--- config.mk ---
export PLATFORM = sky130hd
export DESIGN_NAME = sw_debounce_sync
export DESIGN_NICKNAME = d
export VERILOG_FILES = /design/src/rtl/sw_debounce_sync_pkg.sv /design/src/rtl/sw_debounce_sync_debounce_bit.sv /design/src/rtl/sw_debounce_sync.sv
export SDC_FILE = /design/constraint.sdc
export NUM_CORES = 1
export LEC_CHECK = 0
export CORE_MARGIN = 8
export CORE_UTILIZATION = 40
export CTS_CLUSTER_DIAMETER = 30
export DETAILED_ROUTE_END_ITERATION = 12
export HOLD_SLACK_MARGIN = 0.1
export PLACE_DENSITY = 0.53
export SYNTH_ARGS = -nofsm -noshare
export SYNTH_HDL_FRONTEND = slang
export SYNTH_SLANG_ARGS = --single-unit
--- constraint.sdc ---
create_clock -name clock -period 3.9 [get_ports clock]
set_input_delay 1.17 -clock clock [delete_from_list [all_inputs] [get_ports clock]]
set_output_delay 1.17 -clock clock [all_outputs]
set_load 0.02 [all_outputs]
--- src/rtl/sw_debounce_sync_pkg.sv ---
// Shared constants for the switch conditioning path: debounce timing derived
// from the system clock, switch-index constants used by the in_port packers,
// and the per-bit qualification decision type.
package sw_debounce_sync_pkg;

    // System clock and debounce window
    localparam int CLK_FREQ_HZ        = 50_000_000;
    localparam int DEBOUNCE_MS        = 10;
    localparam int DEFAULT_STABLE_CNT = CLK_FREQ_HZ / 1000 * DEBOUNCE_MS;

    // Smallest counter width that can hold DEFAULT_STABLE_CNT-1
    localparam int DEFAULT_CNT_W      = $clog2(DEFAULT_STABLE_CNT);

    // Default geometry of the DE-board switch bank
    localparam int SW_COUNT           = 11;

    // Switch positions shared with the in_port / in_port2 wiring
    localparam int SW_PORT0_LSB       = 0;   // SW0..SW4 -> in_port0
    localparam int SW_PORT1_LSB       = 5;   // SW5..SW9 -> in_port1
    localparam int SW_PORT2_BIT       = 10;  // SW10     -> in_port2 status bit

    // What a single bit does on the next clock edge
    typedef enum logic [1:0] {
        DB_AGREE  = 2'd0,   // synchronized input equals the accepted level
        DB_COUNT  = 2'd1,   // disagreeing, still qualifying
        DB_ACCEPT = 2'd2    // disagreement held long enough: take new level
    } db_action_e;

    // Classify one bit given its synchronized level, accepted level and the
    // "count has reached its terminal value" flag.
    function automatic db_action_e db_classify(input logic synced,
                                               input logic stable,
                                               input logic cnt_at_max);
        db_action_e act;
        if (synced == stable) begin
            act = DB_AGREE;
        end else if (cnt_at_max) begin
            act = DB_ACCEPT;
        end else begin
            act = DB_COUNT;
        end
        return act;
    endfunction

endpackage

--- src/rtl/sw_debounce_sync_debounce_bit.sv ---
// Single-switch conditioner: 2-FF synchronizer, stability counter and
// registered one-cycle rise/fall pulses.
module sw_debounce_sync_debounce_bit
    import sw_debounce_sync_pkg::*;
#(
    parameter int   STABLE_CNT = DEFAULT_STABLE_CNT,
    parameter int   CNT_W      = DEFAULT_CNT_W,
    parameter logic RESET_VAL  = 1'b0
) (
    input  logic clock,
    input  logic resetn,
    input  logic raw_i,
    output logic stable_o,
    output logic rise_o,
    output logic fall_o
);

    // Terminal count: the STABLE_CNT-th consecutive disagreement accepts
    localparam logic [CNT_W-1:0] CNT_MAX = CNT_W'(STABLE_CNT - 1);
    localparam logic [CNT_W-1:0] CNT_ONE = CNT_W'(1);

    logic             s1_q, s1_d;
    logic             s2_q, s2_d;
    logic [CNT_W-1:0] cnt_q, cnt_d;
    logic             stable_q, stable_d;
    logic             rise_q, rise_d;
    logic             fall_q, fall_d;
    db_action_e       action;

    // Decide what this edge does for the bit
    always_comb begin
        action = db_classify(s2_q, stable_q, (cnt_q == CNT_MAX));
    end

    // Next-state for synchronizer, counter, accepted level and pulses
    always_comb begin
        s1_d     = raw_i;
        s2_d     = s1_q;
        cnt_d    = cnt_q;
        stable_d = stable_q;
        rise_d   = 1'b0;
        fall_d   = 1'b0;
        unique case (action)
            DB_AGREE: begin
                // Any return to the accepted level discards progress
                cnt_d = '0;
            end
            DB_COUNT: begin
                cnt_d = cnt_q + CNT_ONE;
            end
            DB_ACCEPT: begin
                stable_d = s2_q;
                cnt_d    = '0;
                rise_d   = s2_q;
                fall_d   = ~s2_q;
            end
            default: begin
                cnt_d = '0;
            end
        endcase
    end

    // State registers; reset clears progress and never produces a pulse
    always_ff @(posedge clock or negedge resetn) begin
        if (!resetn) begin
            s1_q     <= 1'b0;
            s2_q     <= 1'b0;
            cnt_q    <= '0;
            stable_q <= RESET_VAL;
            rise_q   <= 1'b0;
            fall_q   <= 1'b0;
        end else begin
            s1_q     <= s1_d;
            s2_q     <= s2_d;
            cnt_q    <= cnt_d;
            stable_q <= stable_d;
            rise_q   <= rise_d;
            fall_q   <= fall_d;
        end
    end

    assign stable_o = stable_q;
    assign rise_o   = rise_q;
    assign fall_o   = fall_q;

endmodule

--- src/rtl/sw_debounce_sync.sv ---
// Conditions the raw slide switches before they reach the CPU input ports:
// one independent debouncer per switch, plus a single change flag.
module sw_debounce_sync
    import sw_debounce_sync_pkg::*;
#(
    parameter int               WIDTH      = SW_COUNT,
    parameter int               STABLE_CNT = DEFAULT_STABLE_CNT,
    parameter int               CNT_W      = 20,
    parameter logic [WIDTH-1:0] RESET_VAL  = '0
) (
    input  logic             clock,
    input  logic             resetn,
    input  logic [WIDTH-1:0] sw_raw,
    output logic [WIDTH-1:0] sw_stable,
    output logic [WIDTH-1:0] sw_rise,
    output logic [WIDTH-1:0] sw_fall,
    output logic             sw_changed
);

    // One conditioner per switch; bits never interact
    for (genvar i = 0; i < WIDTH; i++) begin : g_bit
        sw_debounce_sync_debounce_bit #(
            .STABLE_CNT (STABLE_CNT),
            .CNT_W      (CNT_W),
            .RESET_VAL  (RESET_VAL[i])
        ) u_bit (
            .clock    (clock),
            .resetn   (resetn),
            .raw_i    (sw_raw[i]),
            .stable_o (sw_stable[i]),
            .rise_o   (sw_rise[i]),
            .fall_o   (sw_fall[i])
        );
    end

    // Change flag is a plain OR of the registered pulses, same cycle
    always_comb begin
        sw_changed = |(sw_rise | sw_fall);
    end

endmodule

==> metrics.md, run 1 <==
| Metric | Value |
|---|---|
| Global-route wire length before repair | 48,900 um |
| Synth area leader | sky130_fd_sc_hd__dfrtp_1 |
| Achievable clock frequency | about 270 MHz |
| Top cell type's share of synthesized area | between 50% and 60% |
| Clock Pin Slew Worst Setup and Hold Paths | around 40 ps |
| Power per unit of standard cell area | between 500 and 600 nW/um2 |
| Commonest register cell after synthesis | sky130_fd_sc_hd__dfrtp_1 |
| CTS Sinks | about 280 |
| Synthesized instance count | roughly 1,300 |
| Antenna violation net count after detailed routing | 0 |
| Number of DRC markers in iteration 0 | 466 |
| Maximum clock insertion buffer count | 3 |
| Area of the mapped netlist | roughly 13,000 um2 |
| P&R area growth vs syn | 25.4% |
| Syn Nets | between 1,000 and 1,500 |
| Critical R2R Capture | g_bit[9].u_bit.fall_o |
| Count of maximum capacitance violations | 0 |
| Data arrival, critical path | around 2500 ps |
| Mean Syn Cell Area | between 10 and 15 um2 |
| DRT Wirelength | between 20,000 and 30,000 um |
| Antenna Diode Count | 0 |
| Proportion of synthesized flip-flops having asynchronous set or reset | between 90% and 100% |
| Number of filler cells placed in the layout | approximately 3,000 |
| Internal reg-to-reg setup slack | 1690 ps |
| Hold Buf Count CTS | 0 |
| Largest net degree at the start of global routing | slightly below 70 |
| Placeable Area | ~33,000 um2 |
| NumNets Final | around 1,400 |
| Quantity of gates resized following cts | 1 |
| Inserted Clock Buffers | 74 |
| Sequential area share after synthesis | 51.8% |
| Critical path origin | g_bit[0].u_bit.rise_o |
| Maximum fanout along the worst path | 2 |
| Effective utilization at floorplan | between 40% and 50% |
| All-layer global routing usage | between 15 and 20% |
| Cell leakage power | 0.00669 uW |
| Min-Delay Startpoint | g_bit[4].u_bit.s1_q |
| Result of the run | finished clean |
| Avg Vias per Cell | between 5 and 6 |
| Number of cell instances on the worst register-to-register path | 4 |
| Post-detail-place hpwl | around 18,000 um |
| Top area cells in the synthesized netlist | sky130_fd_sc_hd__dfrtp_1 52%, sky130_fd_sc_hd__xnor2_1 7.6%, sky130_fd_sc_hd__nor2_1 5.5% |
| Category of the worst setup path launch point | flip-flop |
| Post-layout total power | between 9000 and 10,000 uW |
| Class of the worst hold path | reg -> reg |
| Number of H-tree levels | 3 |
| Router iterations before antenna repair | 5 |
| Wirelength per Cell | ~15 um |
| CTS root buffer | sky130_fd_sc_hd__clkbuf_16 |
| Number of distinct standard cells referenced by the synthesized netlist | 46 |
| Setup bufs post-CTS | 0 |
| Number of pins exceeding their max-slew limit in the final report | 0 |
| Die Outline Area | 39,300 um2 |
| Yosys warns | 0 |
| Number of global-route vias before repair | approximately 10,000 |
| RD Place Congestion | a little under 0.8 |
| Setup repair after global routing missed its margin | false |
| Fin crit period | approximately 3700 ps |
| Least-Margin Pin Slew | 973 ps |
| Endpoint of the most critical setup path | sw_changed |
| Final sum of negative setup slack | 0 ps |
| Final global-route overflow total | 0 |
| Height of the chip | 198 um |
| Final Hold Vio Count | 0 |
| Insertion delay of the later-clocked pin in the worst-skew pair | 560 ps |
| Data required time of the critical path | 2730 ps |
| Number of buffer cells added on primary ports | 46 |
| Post-route fraction of the period consumed by the critical path | 93.7% |
| Count of standard-cell rows | 66 |
| Final setup fails | 0 |
| Number of synthesized register bits | approximately 280 |
| Final design utilization | approximately 51% |
| Peak supply drop | 0.000338 V |
| Post-route DRC violation count | 0 |
| Relative max-transition margin | around a third |
| Reg-to-Reg Start | g_bit[9].u_bit.cnt_q[12] |
| Count of flip-flops with a built-in enable after synthesis | 0 |
| Worst hold-check slack | about 340 ps |
| Worst clock skew on the final layout | 12.2 ps |
| Share of cells above drive strength 1 | 13.6% |
| Number of placed I/O pins | 47 |
| Die Wd | 198 um |
| Total number of vias | ~9,500 |
| Class of the most critical setup path | reg -> out |
| Initial antenna violation count | 1 |
| CTS tree | yes |
| Type of element capturing the critical path | primary output |
==> report_power, final <==
part / leakage, uW / switching (uW) / internal [uW]
combinational: 0.00162 / 123 / 55.1
sequential: 0.00376 / 47.9 / 2910
clock: 0.00130 / 1730 / 4590
total: 0.00669 / 1900 / 7550
==> Yosys cell counts, types with 2 or more instances <==
cell type / n
sky130_fd_sc_hd__clkbuf_2: 2
sky130_fd_sc_hd__o31ai_4: 5
sky130_fd_sc_hd__nor3b_1: 22
sky130_fd_sc_hd__and4_1: 10
sky130_fd_sc_hd__or3_1: 36
sky130_fd_sc_hd__inv_1: 40
sky130_fd_sc_hd__nor2_1: 193
sky130_fd_sc_hd__nand4_1: 61
sky130_fd_sc_hd__mux2_2: 10
sky130_fd_sc_hd__or2_2: 12
sky130_fd_sc_hd__ha_1: 11
sky130_fd_sc_hd__nand4_4: 6
sky130_fd_sc_hd__o31ai_1: 8
sky130_fd_sc_hd__or4_4: 14
sky130_fd_sc_hd__nand2_1: 62
sky130_fd_sc_hd__or4_1: 17
sky130_fd_sc_hd__o41ai_1: 4
sky130_fd_sc_hd__xnor2_1: 116
sky130_fd_sc_hd__nand4_2: 5
sky130_fd_sc_hd__xor2_1: 44
sky130_fd_sc_hd__nand3_2: 4
sky130_fd_sc_hd__or4b_1: 3
sky130_fd_sc_hd__nor4_1: 41
sky130_fd_sc_hd__buf_2: 16
sky130_fd_sc_hd__buf_4: 35
sky130_fd_sc_hd__nor3_1: 41
sky130_fd_sc_hd__or3b_1: 2
sky130_fd_sc_hd__nor4b_1: 14
sky130_fd_sc_hd__dfrtp_1: 275
sky130_fd_sc_hd__nand3_1: 72
sky130_fd_sc_hd__o21ai_0: 35
sky130_fd_sc_hd__a21oi_1: 49
sky130_fd_sc_hd__and3_1: 13
sky130_fd_sc_hd__a31o_2: 4
==> layout by cell type (no fill, tap or decap), drive strengths merged, types with 13 or more instances in the layout <==
cell type and n:
a21oi 49, and3 13, clkbuf 103, clkdlybuf4s50 44, clkinv 13, dfrtp 275, inv 42, nand2 62
nand3 76, nand4 72, nor2 193, nor3 41, nor3b 22, nor4 41, nor4b 14, o21ai 36
o31ai 13, or2 13, or3 37, or4 31, xnor2 116, xor2 44
==> routing by layer <==
metal  global-route usage [%]  part of all wire (%)  vias up
met3                     4.60                   5.2       48
met2                     22.2                    44      148
met1                     20.5                    49     4598
met4                     5.61                   2.3        0
li1                         -                     -     4751
met5                        0                     0        -
==> state kept, by name, summed over array words and instances, names as in the netlist <==
| name | cells |
|---|---|
| g_bit.u_bit.s1_q | 11 |
| g_bit.u_bit.fall_o | 11 |
| g_bit.u_bit.stable_o | 11 |
| g_bit.u_bit.s2_q | 11 |
| g_bit.u_bit.rise_o | 11 |
| g_bit.u_bit.cnt_q | 220 |
==> logic make-up after synthesis <==
kind of cell / synth area share [%]
muxes: 0.932
and+or+nand+nor: 26.5
buffers and inverters: 3.84
adders and majority gates: 1.04
xor gates and xnor gates: 10.5
DFF: 51.8
AOI/OAI and AO/OA: 5.35
==> cell type report <==
cell class	count	area (um2)	area share (%)
Tap cell	442	553	3.32
Clock buffer	103	2180	13.1
Clock inverter	29	473	2.84
Multi-Input combinational cell	924	5900	35.4
Timing Repair Buffer	51	527	3.16
Inverter	40	150	0.901
Sequential cell	275	6880	41.3
==> stage by stage <==
stage               setup slack (ps)  area [um2]  std cells
global placement                 562       14000       1732
global route                     143       16700       1864
finish                           244       16700       1864
detailed placement               616       14000       1732
floorplan                       1300       13300       1294
CTS                              223       16700       1864
==> how the worst min path moves through the flow <==
stage                     slack (ps)  cells past startpoint                   to
after floorplan                  330                      0  g_bit[0].u_bit.s2_q
after global placement           330                      0  g_bit[9].u_bit.s2_q
after detailed placement         340                      0  g_bit[2].u_bit.s2_q
after CTS                        340                      0  g_bit[8].u_bit.s2_q
after global routing             350                      0  g_bit[2].u_bit.s2_q
final                            340                      0  g_bit[4].u_bit.s2_q
==> critical path: stages (launching register included) <==
cell and delay, ps:
sky130_fd_sc_hd__dfrtp_1 370, sky130_fd_sc_hd__nor4_1 320, sky130_fd_sc_hd__nand4_1 350, sky130_fd_sc_hd__or4_1 530, sky130_fd_sc_hd__dlygate4sd2_1 340
(Power assumes the default switching activity.)
==> inputs of run 2 (changes only) <==
==> constraint.sdc (replaced) <==
create_clock -name clock -period 3.5 [get_ports clock]
set_input_delay 1.05 -clock clock [delete_from_list [all_inputs] [get_ports clock]]
set_output_delay 1.05 -clock clock [all_outputs]
set_load 0.02 [all_outputs]
==> run 2 against run 1 <==
  * Clock-buffer cell count is 9 lower
  * Final area is 0.36% lower
  * Sequential cell count stayed put
  * Clock power is 8.4% higher
  * Via count is 0.63% higher
  * Clock skew is 6.5 ps higher
  * First-iteration DRC count is 15% lower
  * Register-to-register slack worse by 410 ps
  * Critical path type unchanged
  * Critical endpoint unchanged
  * Largest cell class unchanged
==> metrics.md, run 2 (synthesis gave the netlist of run 1 again) <==
| Metric | Value |
|---|---|
| Die Outline Area | between 30,000 and 40,000 um2 |
| Data required time of the critical path | approximately 2500 ps |
| Number of placed I/O pins | 47 |
| DRT Wirelength | 27,600 um |
| Worst clock skew on the final layout | ~19 ps |
| Final sum of negative setup slack | 0 ps |
| Number of flip-flops in the largest register | between 200 and 250 |
| Setup bufs post-CTS | 0 |
| Setup repair after global routing missed its margin | false |
| Number of cell instances on the worst register-to-register path | 4 |
| Wirelength per Cell | 14.8 um |
| Type of element capturing the critical path | primary output |
| CTS tree | yes |
| Final global-route overflow total | 0 |
| Share of power burned in registers | 31.8% |
| P&R area growth vs syn | 24.9% |
| Hold Buf Count CTS | 0 |
| Maximum cell stage delay along the critical path | 560 ps |
| Post-route fraction of the period consumed by the critical path | 96.2% |
| Clock Pin Slew Worst Setup and Hold Paths | roughly 40 ps |
| Maximum fanout along the worst path | 2 |
| Count of maximum capacitance violations | 0 |
| Number of filler cells placed in the layout | about 3,000 |
| Inserted Clock Buffers | between 70 and 80 |
| Number of global-route vias before repair | ~9,600 |
| Power share of the clock group | approximately two thirds |
| Global-route wire length before repair | roughly 47,000 um |
| Number of placed instances with taps included | ~1,700 |
| Height of the chip | around 200 um |
| Post-layout total power | approximately 10,000 uW |
| Cell leakage power | about 0.0066 uW |
| CP Buf/Inv Count | 1 |
| Internal | about 8000 uW |
| Dominant delay contributor by cell family on the critical path | simple AND/OR/NAND/NOR gates |
| Ordered cell list for the critical path | nor4_1 -> nand4_1 -> or4_1 -> clkbuf_2 |
| Total number of vias | 9,605 |
| Insertion delay of the later-clocked pin in the worst-skew pair | roughly 560 ps |
| Busiest grt layer | met2 |
| All-layer global routing usage | around 15% |
| Final setup fails | 0 |
| Fin crit period | roughly 3400 ps |
| Largest net degree at the start of global routing | approximately 70 |
| Top reg by flops | g_bit.u_bit.cnt_q |
| Net Switching | 2100 uW |
| Number of buffer cells added on primary ports | 46 |
| Initial antenna violation count | 1 |
| Avg Vias per Cell | 5.15 |
| Maximum clock insertion buffer count | 3 |
| Count of standard-cell rows | 66 |
| Most common cell after layout, fill and taps aside | sky130_fd_sc_hd__dfrtp_1 |
| Number of standard cells in the final layout excluding fillers | between 1,500 and 2,000 |
| Achievable clock frequency | slightly below 300 MHz |
| Portion of total power attributed to combinational logic | under 10% |
| Number of H-tree levels | 3 |
| Share of cells above drive strength 1 | a little over an eighth |
| Global routing met3 resource utilization | under 10% |
| GR Layer Usage met2 | approximately a fifth |
| Met1 usage in global routing | 20.0% |
| Final Hold Vio Count | 0 |
| Die Wd | ~200 um |
| Data arrival, critical path | 2320 ps |
| Result of the run | finished clean |
| Router iterations before antenna repair | 5 |
| Effective utilization at floorplan | slightly above 40% |
| Worst Hold Depth | 0 |
| CTS Sinks | ~280 |
| Class of the worst hold path | reg -> reg |
| Post-route DRC violation count | 0 |
| Number of DRC markers in iteration 0 | 397 |
| Least-Margin Pin Slew | a little over 900 ps |
| Crit path depth | 4 |
| Post-detail-place hpwl | 18,100 um |
| Relative max-transition margin | between 30% and 40% |
| CTS root buffer | sky130_fd_sc_hd__clkbuf_16 |
| RD Place Congestion | approximately 0.77 |
| NumNets Final | around 1,400 |
| Antenna violation net count after detailed routing | 0 |
| Leading cell types in the layout, fill and taps excluded | 275 x sky130_fd_sc_hd__dfrtp_1, 193 x sky130_fd_sc_hd__nor2_1, 116 x sky130_fd_sc_hd__xnor2_1 |
| Power per unit of standard cell area | 622 nW/um2 |
| Slowest CP cell | sky130_fd_sc_hd__or4_1 |
| Class of the most critical setup path | reg -> out |
| Category of the worst setup path launch point | flip-flop |
| Peak supply drop | about 0.00045 V |
| Share of total power consumed by net switching | between 20% and 30% |
| Number of pins exceeding their max-slew limit in the final report | 0 |
| Placeable Area | ~33,000 um2 |
[run 2: changes by cell type in the layout (fill, tap and decap cells not counted), sizes merged]
cell,before,now
clkinvlp,3,9
clkinv,13,15
dlygate4sd2,1,0
diode,0,1
clkbuf,103,95
[run 2: per-stage QoR]
step / setup slack [ps] / cell area (um2) / hold WS, ps / utilization, %
6_report: 131 / 16600 / 344 / 50.9
4_1_cts: 5.02 / 16600 / 347 / 50.9
2_1_floorplan: 1020 / 13300 / 331 / -
3_5_place_dp: 305 / 14000 / 337 / 43.0
5_1_grt: 38.8 / 16600 / 348 / 50.9
3_3_place_gp: 317 / 14000 / 334 / 43.0
[run 2: final timing paths]
check	start	end	slack, ps
max	g_bit[8].u_bit.rise_o	sw_changed	130
min	g_bit[4].u_bit.s1_q	g_bit[4].u_bit.s2_q	340
max reg2reg	g_bit[9].u_bit.cnt_q[12]	g_bit[9].u_bit.fall_o	1280
min reg2reg	g_bit[4].u_bit.s1_q	g_bit[4].u_bit.s2_q	340
max in group asynchronous	resetn	g_bit[7].u_bit.cnt_q[14]	2250
min in group asynchronous	resetn	g_bit[8].u_bit.cnt_q[16]	460
[run 2: metal layers]
layer  share of wire [%]  up-vias
met5                   0        -
li1                    -     4741
met1                  50     4655
met3                 5.7       61
met4                 2.8        0
met2                  42      148
[run 2: cell type report]
type | count | area, um2 | share of cell area, %
Sequential cell | 275 | 6880 | 41.4
Timing Repair Buffer | 51 | 536 | 3.22
Clock buffer | 94 | 2070 | 12.5
Multi-Input combinational cell | 924 | 5910 | 35.6
Antenna cell | 1 | 2.50 | 0.0151
Clock inverter | 37 | 502 | 3.02
Inverter | 40 | 150 | 0.904
Tap cell | 442 | 553 | 3.33
[run 2: power groups by stage]
stage | logic, uW | registers, uW | clock network, uW
floorplan | 102 | 3320 | 0
CTS | 209 | 3290 | 7020
global placement | 207 | 3330 | 0
finish | 198 | 3290 | 6850
detailed placement | 209 | 3330 | 0
global route | 235 | 3300 | 7210
[run 2: timing repair]
action	CTS	global route
setup endpoints to repair	1	1
pin swaps	1	2
gates resized for setup	3	2
